--- config.mk ---
export PLATFORM = sky130hd
export DESIGN_NAME = dmem_arbiter
export DESIGN_NICKNAME = d
export VERILOG_FILES = /design/src/rtl/dmem_arbiter.sv
export SDC_FILE = /design/constraint.sdc
export NUM_CORES = 1
export LEC_CHECK = 0
export ABC_AREA = 0
export CAP_MARGIN = 40
export CORE_MARGIN = 2
export CORE_UTILIZATION = 43
export CTS_CLUSTER_SIZE = 8
export DETAILED_ROUTE_END_ITERATION = 10
export GPL_ROUTABILITY_DRIVEN = 0
export GPL_TIMING_DRIVEN = 1
export PLACE_DENSITY = 0.89
export SLEW_MARGIN = 0
export SYNTH_ARGS = -nofsm -noshare
export SYNTH_HDL_FRONTEND = slang
export SYNTH_SLANG_ARGS = --single-unit
export TNS_END_PERCENT = 100
--- constraint.sdc ---
create_clock -name Clk -period 4.5 [get_ports Clk]
set_clock_uncertainty 0.2 [all_clocks]
set_input_delay 0.9 -clock Clk [delete_from_list [all_inputs] [get_ports Clk]]
set_output_delay 0.9 -clock Clk [all_outputs]
set_load 0.05 [all_outputs]
--- src/rtl/dmem_arbiter.sv ---
// Two-port arbiter in front of the single-port data memory: IDLE/ACCESS/RESP sequencer,
// byte-lane steering and alignment checks. Define DMEM_ARB_RR_EN for round-robin arbitration.
module dmem_arbiter #(
  parameter int unsigned STARVE_MAX = 3
) (
  input  logic        Clk,
  input  logic        Reset_n,
  input  logic        Req0,
  input  logic        Req1,
  input  logic        WrEn0,
  input  logic        WrEn1,
  input  logic        Byte0,
  input  logic        Byte1,
  input  logic [31:0] Addr0,
  input  logic [31:0] Addr1,
  input  logic [31:0] WrData0,
  input  logic [31:0] WrData1,
  output logic        Ack0,
  output logic        Ack1,
  output logic        Err0,
  output logic        Err1,
  output logic [31:0] RdData,
  output logic        Busy,
  output logic        MEM_En,
  output logic        MEM_WrEn,
  output logic [31:0] MEM_Addr,
  output logic [3:0]  MEM_ByteEn,
  output logic [31:0] MEM_WrData,
  input  logic [31:0] MEM_RdData
);

  typedef enum logic [1:0] {
    IDLE   = 2'd0,
    ACCESS = 2'd1,
    RESP   = 2'd2
  } state_t;

  state_t      state;
  logic        sel;
  logic        wr_q;
  logic        byte_q;
  logic        mis_q;
  logic [1:0]  lane_q;

  logic        tie_to_1;
  logic        win;
  logic        win_wr;
  logic        win_byte;
  logic        win_mis;
  logic [31:0] win_addr;
  logic [31:0] win_wdata;
  logic [3:0]  win_be;
  logic [31:0] win_wd;

`ifdef DMEM_ARB_RR_EN
  logic last;
  assign tie_to_1 = ~last;
`else
  logic [3:0] starve;
  assign tie_to_1 = (starve == 4'(STARVE_MAX));
`endif

  always_comb begin
    win       = Req1 & (~Req0 | tie_to_1);
    win_wr    = win ? WrEn1   : WrEn0;
    win_byte  = win ? Byte1   : Byte0;
    win_addr  = win ? Addr1   : Addr0;
    win_wdata = win ? WrData1 : WrData0;
    win_mis   = ~win_byte & (win_addr[1:0] != 2'b00);
    win_be    = '0;
    win_wd    = '0;
    if (win_wr && !win_mis) begin
      win_be = win_byte ? (4'b0001 << win_addr[1:0]) : 4'b1111;
      win_wd = win_byte ? {4{win_wdata[7:0]}} : win_wdata;
    end
  end

  // Read data comes straight from the synchronous memory during the Ack cycle.
  always_comb begin
    RdData = '0;
    if ((Ack0 || Ack1) && !wr_q && !mis_q)
      RdData = byte_q ? {24'h0, MEM_RdData[{lane_q, 3'b000} +: 8]} : MEM_RdData;
  end

  always_ff @(posedge Clk or negedge Reset_n) begin
    if (!Reset_n) begin
      state      <= IDLE;
      sel        <= 1'b0;
      wr_q       <= 1'b0;
      byte_q     <= 1'b0;
      mis_q      <= 1'b0;
      lane_q     <= '0;
      Ack0       <= 1'b0;
      Ack1       <= 1'b0;
      Err0       <= 1'b0;
      Err1       <= 1'b0;
      Busy       <= 1'b0;
      MEM_En     <= 1'b0;
      MEM_WrEn   <= 1'b0;
      MEM_Addr   <= '0;
      MEM_ByteEn <= '0;
      MEM_WrData <= '0;
`ifdef DMEM_ARB_RR_EN
      last       <= 1'b1;
`else
      starve     <= '0;
`endif
    end else begin
      case (state)
        IDLE: begin
          if (Req0 || Req1) begin
            state      <= ACCESS;
            sel        <= win;
            wr_q       <= win_wr;
            byte_q     <= win_byte;
            mis_q      <= win_mis;
            lane_q     <= win_addr[1:0];
            Busy       <= 1'b1;
            MEM_En     <= ~win_mis;
            MEM_WrEn   <= win_wr & ~win_mis;
            MEM_Addr   <= win_mis ? '0 : {win_addr[31:2], 2'b00};
            MEM_ByteEn <= win_be;
            MEM_WrData <= win_wd;
`ifdef DMEM_ARB_RR_EN
            last       <= win;
`else
            // Port 1 losing while requesting can only be a lost tie.
            if (win)
              starve <= '0;
            else if (Req1)
              starve <= starve + 4'd1;
`endif
          end
        end
        ACCESS: begin
          state      <= RESP;
          MEM_En     <= 1'b0;
          MEM_WrEn   <= 1'b0;
          MEM_Addr   <= '0;
          MEM_ByteEn <= '0;
          MEM_WrData <= '0;
          Ack0       <= ~sel;
          Ack1       <= sel;
          Err0       <= ~sel & mis_q;
          Err1       <= sel & mis_q;
        end
        RESP: begin
          state <= IDLE;
          Busy  <= 1'b0;
          Ack0  <= 1'b0;
          Ack1  <= 1'b0;
          Err0  <= 1'b0;
          Err1  <= 1'b0;
        end
        default: state <= IDLE;
      endcase
    end
  end

endmodule

## Word level (Yosys, flattened, before mapping)

Index checks and enable logic that the tools add are counted.

- Reductions and logical operators: 18
- Add/subtract/negate cells: 1
- Shift-type cells: 2
- Muxes and demuxes: 31
- Bitwise operators: 10
- Eq/ne operators: 4

Operator list:

| cell | number |
|---|---|
| $mux 32 | 9 |
| $pmux 32 s2 | 2 |
| $shiftx 32x6->8 | 1 |
| $mux 4 | 5 |
| $pmux 1 s2 | 7 |
| $reduce_bool 2->1 | 5 |
| $pmux 4 s2 | 1 |
| $reduce_and 2->1 | 3 |
| $and 1x1->1 | 5 |
| $mux 1 | 5 |
| $add 4x1->4 const B | 1 |
| $eq 4x2->1 const B | 1 |
| $not 1->1 | 4 |
| $pmux 2 s2 | 1 |
| $shl 1x2->4 const A | 1 |
| $logic_and 1x1->1 | 3 |
| $logic_not 1->1 | 3 |
| $reduce_and 3->1 | 1 |
| $eq 2x1->1 const B | 1 |
| $eq 2x2->1 const B | 1 |
| $logic_not 2->1 | 1 |
| $logic_or 1x1->1 | 2 |
| $mux 2 | 1 |
| $ne 2x2->1 const B | 1 |
| $or 1x1->1 | 1 |

- Logic and storage cells: 83
- Input bits: 168
- Output and inout port bits: 107
- Bits in registers: 87

## Logic depth before layout (Yosys ltp)

- Depth in word-level cells: 11
- Gate-level depth with buffers: 9
- Mapped depth without buffers: 6

## Worst setup path before layout

No wires, ideal clock.

- Kind: reg-to-output
- Start: register Ack1
- End: output port RdData[0]
- Buffers on the path: 0
- Setup slack: 1.367 ns
- Data arrival time: 2.033 ns
- Required time: 3.400 ns
- Cell stages (with the launch flop): 5
- Path through: dfrtp_1 -> nor2_1 -> nor3_1 -> o21ai_0 -> a21oi_1

- Longest elaborated chain between the ends: 4

RTL lines:

| what | line | source |
|---|---|---|
| start: declaration | 19 | `output logic Ack1,` |
| start signal: assignment | 143 | `Ack1 <= sel;` |
| $logic_or 1x1->1 | 81 | `if ((Ack0 \|\| Ack1) && !wr_q && !mis_q)` |
| $logic_and 1x1->1 (2 in a row) | 81 |  |
| $mux 32 | 81 |  |
| end: declaration | 22 | `output logic [31:0] RdData,` |

No other way between the ends.

## Final worst setup path

- Start: input port MEM_RdData[29]
- End: output port RdData[5]

- Longest elaborated chain between the ends: 3

RTL lines:

| what | line | source |
|---|---|---|
| start: declaration | 29 | `input logic [31:0] MEM_RdData` |
| $shiftx 32x6->8 | 82 | `RdData = byte_q ? {24'h0, MEM_RdData[{lane_q, 3'b000} +: 8]} : MEM_RdData;` |
| $mux 32 | 82 |  |
| $mux 32 | 81 |  |

No other way between the ends.

==> run_results.csv <==
group,metric,value,unit
cells_and_area,nets,953,
global_routing,antenna_found_initial,0,
clock_network,cts_hold_buffers,0,
die,num_io_pins,275,
global_routing,grt_pass1_vias,5284,
pwr,power,5070,uW
clock_network,clk_pin_slew,70,ps
worst_setup_path,r2r_cells,7,
die,fp.dieW,113,um
pwr,p_switching,2540,uW
sta,worstMarginPinSlew,903,ps
clock_network,cts_resized,0,
synthesis,ys_warn_count,0,
status,status,"finished, final reports clean",
sta,finalCritPeriodShare,84.9,%
worst_setup_path,worstReg2RegEnd,"MEM_Addr[17]",
pwr,peakVddDrop,0.543,mV
cells_and_area,syn_to_final_growth,60.1,%
cells_and_area,mostFrequentLayoutCells,"clkdlybuf4s50_1 (271), dfrtp_1 (85), nand2_1 (75)",
pwr,seq_power_share,25.1,%
sta,slew_viol_final,0,
clock_network,cts.sinks,85,
pwr,p_per_area,625,nW/um^2
hold_path,hold_end,"MEM_Addr[16]",
pwr,p_clk_share,14.7,%
clock_network,cts_setup_buffers,0,
clock_network,cts_made_buffers,9,
routing,drt_iter0_drc,362,
worst_setup_path,cp_max_fo,2,
clock_network,clock_latency,340,ps
synthesis,syn_area,5070,sq um
routing,via_count,5168,
synthesis,synth_ff_type,"dfrtp_1",
synthesis,synth-seq-area-share,42.0,%
worst_setup_path,r2r_slack,1740,ps
hold_path,hp-class,"flip-flop to flip-flop",
worst_setup_path,r2r-start,"state[0]",
cells_and_area,antenna-diode-count,0,
worst_setup_path,start_kind,"input port",
pwr,swShare,50.2,%
clock_network,clock-root-buffer,"clkbuf_16",
synthesis,async_flop_share,100,%
worst_setup_path,path_class,"input port to output pin",
sta,fmax,0.262,GHz
global_routing,grt_pass1_wl,27600,um
run,cap_violations,0,
pwr,p_comb_share,60.2,%
placed_design,portBuffers,272,
routing,viasPerCell,5.57,
clock_network,h-tree-depth,3,
placed_design,post-place-cells,913,
die,core,11500,sq um
sta,timing.final.setup_violations,0,
worst_setup_path,end_kind,"output pin",
global_routing,track_usage,27.2,%
clock_network,cts_max_path_buffers,2,
routing,avgRoutedWirePerCell,19.0,um
worst_setup_path,arrival,2720,ps
die,die_area,12700,sq um
sta,tns,0,ps
pwr,power.leakage,0.00348,uW
global_routing,grt_max_degree,45,
synthesis,synthCells,527,
cells_and_area,stdcell_count,928,
synthesis,syn_area_per_cell,9.62,sq um
routing,drtPass1Iterations,5,
synthesis,ys_ff_latch,85,
die,initial_utilization,44.2,%
cells_and_area,drive_gt1_share,7.01,%
sta,slew_headroom,39.6,%
synthesis,synth-edff-count,0,
sta,period_minus_slack,3820,ps
cells_and_area,final_util,70.7,%
routing,drc,0,
global_routing,grt-ovfl-total,0,
routing,routed_wl,17700,um
synthesis,ys_types,52,
clock_network,cts_tree,"built",
routing,ant_nets,0,
die,num_rows,39,
sta,grt_setup_unrepaired,"false",
hold_path,hold_path_startpoint,"MEM_Addr[16]",
hold_path,hold_depth,2,
placed_design,hpwlAfterDp,13500,um
worst_setup_path,required,3400,ps
cells_and_area,layout_commonest_cell,"clkdlybuf4s50_1",
cells_and_area,n_fill_cell,856,
sta,final_hold_viol_count,0,
pwr,internal_power,2520,uW
die,die_y,113,um
metrics by stage:
stage	area [sq um]	worst slack (ps)	hold WS (ps)
3_3_place_gp	7790	696	261
6_report	8110	678	284
5_1_grt	8110	598	309
2_1_floorplan	5070	1370	268
3_5_place_dp	7810	698	270
4_1_cts	8110	683	285
layout make-up:
| class | instances | area [sq um] | area share (%) |
|---|---|---|---|
| multi-input combinational | 394 | 2660 | 32.8 |
| timing repair buffer | 283 | 2810 | 34.7 |
| clock buffer | 11 | 243 | 2.99 |
| sequential | 85 | 2130 | 26.2 |
| tap | 143 | 179 | 2.21 |
| inverter | 8 | 30.0 | 0.370 |
| clock inverter | 4 | 56.3 | 0.694 |
synthesized netlist by cell type (2+ instances only):
cell type  count  area (sq um)
nor3b_1        2          15.0
buf_6          7          78.8
o211ai_1      18           135
nand3_1       10          50.1
dfrtp_1       85          2130
a211oi_2       8           100
ha_1           4          50.1
and3_1         2          12.5
o21ai_2        2          17.5
inv_1          8          30.0
nand3b_1       5          37.5
clkbuf_1      12          45.0
a22o_1        13           114
o32ai_1        2          17.5
a22oi_1       25           188
o211ai_2       6          75.1
xnor2_1        4          35.0
buf_2         10          50.1
o21ba_2        2          20.0
nand2b_1       8          50.1
nor3_1         3          15.0
clkbuf_8       3          41.3
buf_4          8          60.1
mux2i_1       48           480
o21ai_0       54           270
nor2_1         9          33.8
a21oi_1        8          40.0
a21o_1        11          82.6
and2_1        24           150
nand2_1       75           282
o21ai_1       30           150
cells by family after synthesis:
| logic type | count (synthesis) | synth area share (%) |
|---|---|---|
| muxes | 49 | 9.70 |
| DFF | 85 | 42.0 |
| xor gates and xnor gates | 4 | 0.691 |
| adders and majority gates | 4 | 0.988 |
| other | 1 | 0.0740 |
| buffers and inverters | 49 | 6.12 |
| AOI/OAI and AO/OA | 186 | 25.1 |
| and+or+nand+nor | 149 | 15.3 |
flip-flops by register name, indices dropped and copies added (netlist names):
register and cells:
MEM_WrData 32, MEM_Addr 30, MEM_ByteEn 4, starve 4, lane_q 2, state 2
Ack0 1, Ack1 1, Busy 1, Err0 1, Err1 1, MEM_En 1
MEM_WrEn 1, byte_q 1, mis_q 1, sel 1, wr_q 1
worst max-delay path: stages:
cell,delay [ps]
clkdlybuf4s50_1,470
mux2i_1,70
nand2_1,90
o21ai_0,140
a21oi_1,220
clkdlybuf4s50_1,820
power by group through the flow:
stage,clock network (uW),logic [uW],registers (uW)
6_report,745,3050,1270
5_1_grt,791,3200,1310
4_1_cts,759,3060,1270
3_5_place_dp,0,3050,1280
3_3_place_gp,0,2990,1260
2_1_floorplan,0,1230,2020
routing by layer:
metal / wire [um] / GRT usage, % / vias to the layer above / part of all wire [%]
li1: - / - / 2410 / -
met1: 6580 / 30.5 / 2444 / 37
met2: 8960 / 49.0 / 277 / 51
met3: 1630 / 8.37 / 37 / 9.2
met4: 502 / 9.27 / 0 / 2.8
met5: 0 / 0 / - / 0
how the worst max path moves through the flow:
stage                     end  depth (start not counted)  slack [ps]      startpoint
finish              RdData[5]                          6         680  MEM_RdData[29]
floorplan           RdData[0]                          4        1370            Ack1
global placement    RdData[5]                          6         700  MEM_RdData[29]
global route        RdData[7]                          4         600       lane_q[0]
detailed placement  RdData[5]                          6         700  MEM_RdData[29]
CTS                 RdData[5]                          6         680  MEM_RdData[29]
Power figures use the tool's default switching activity.
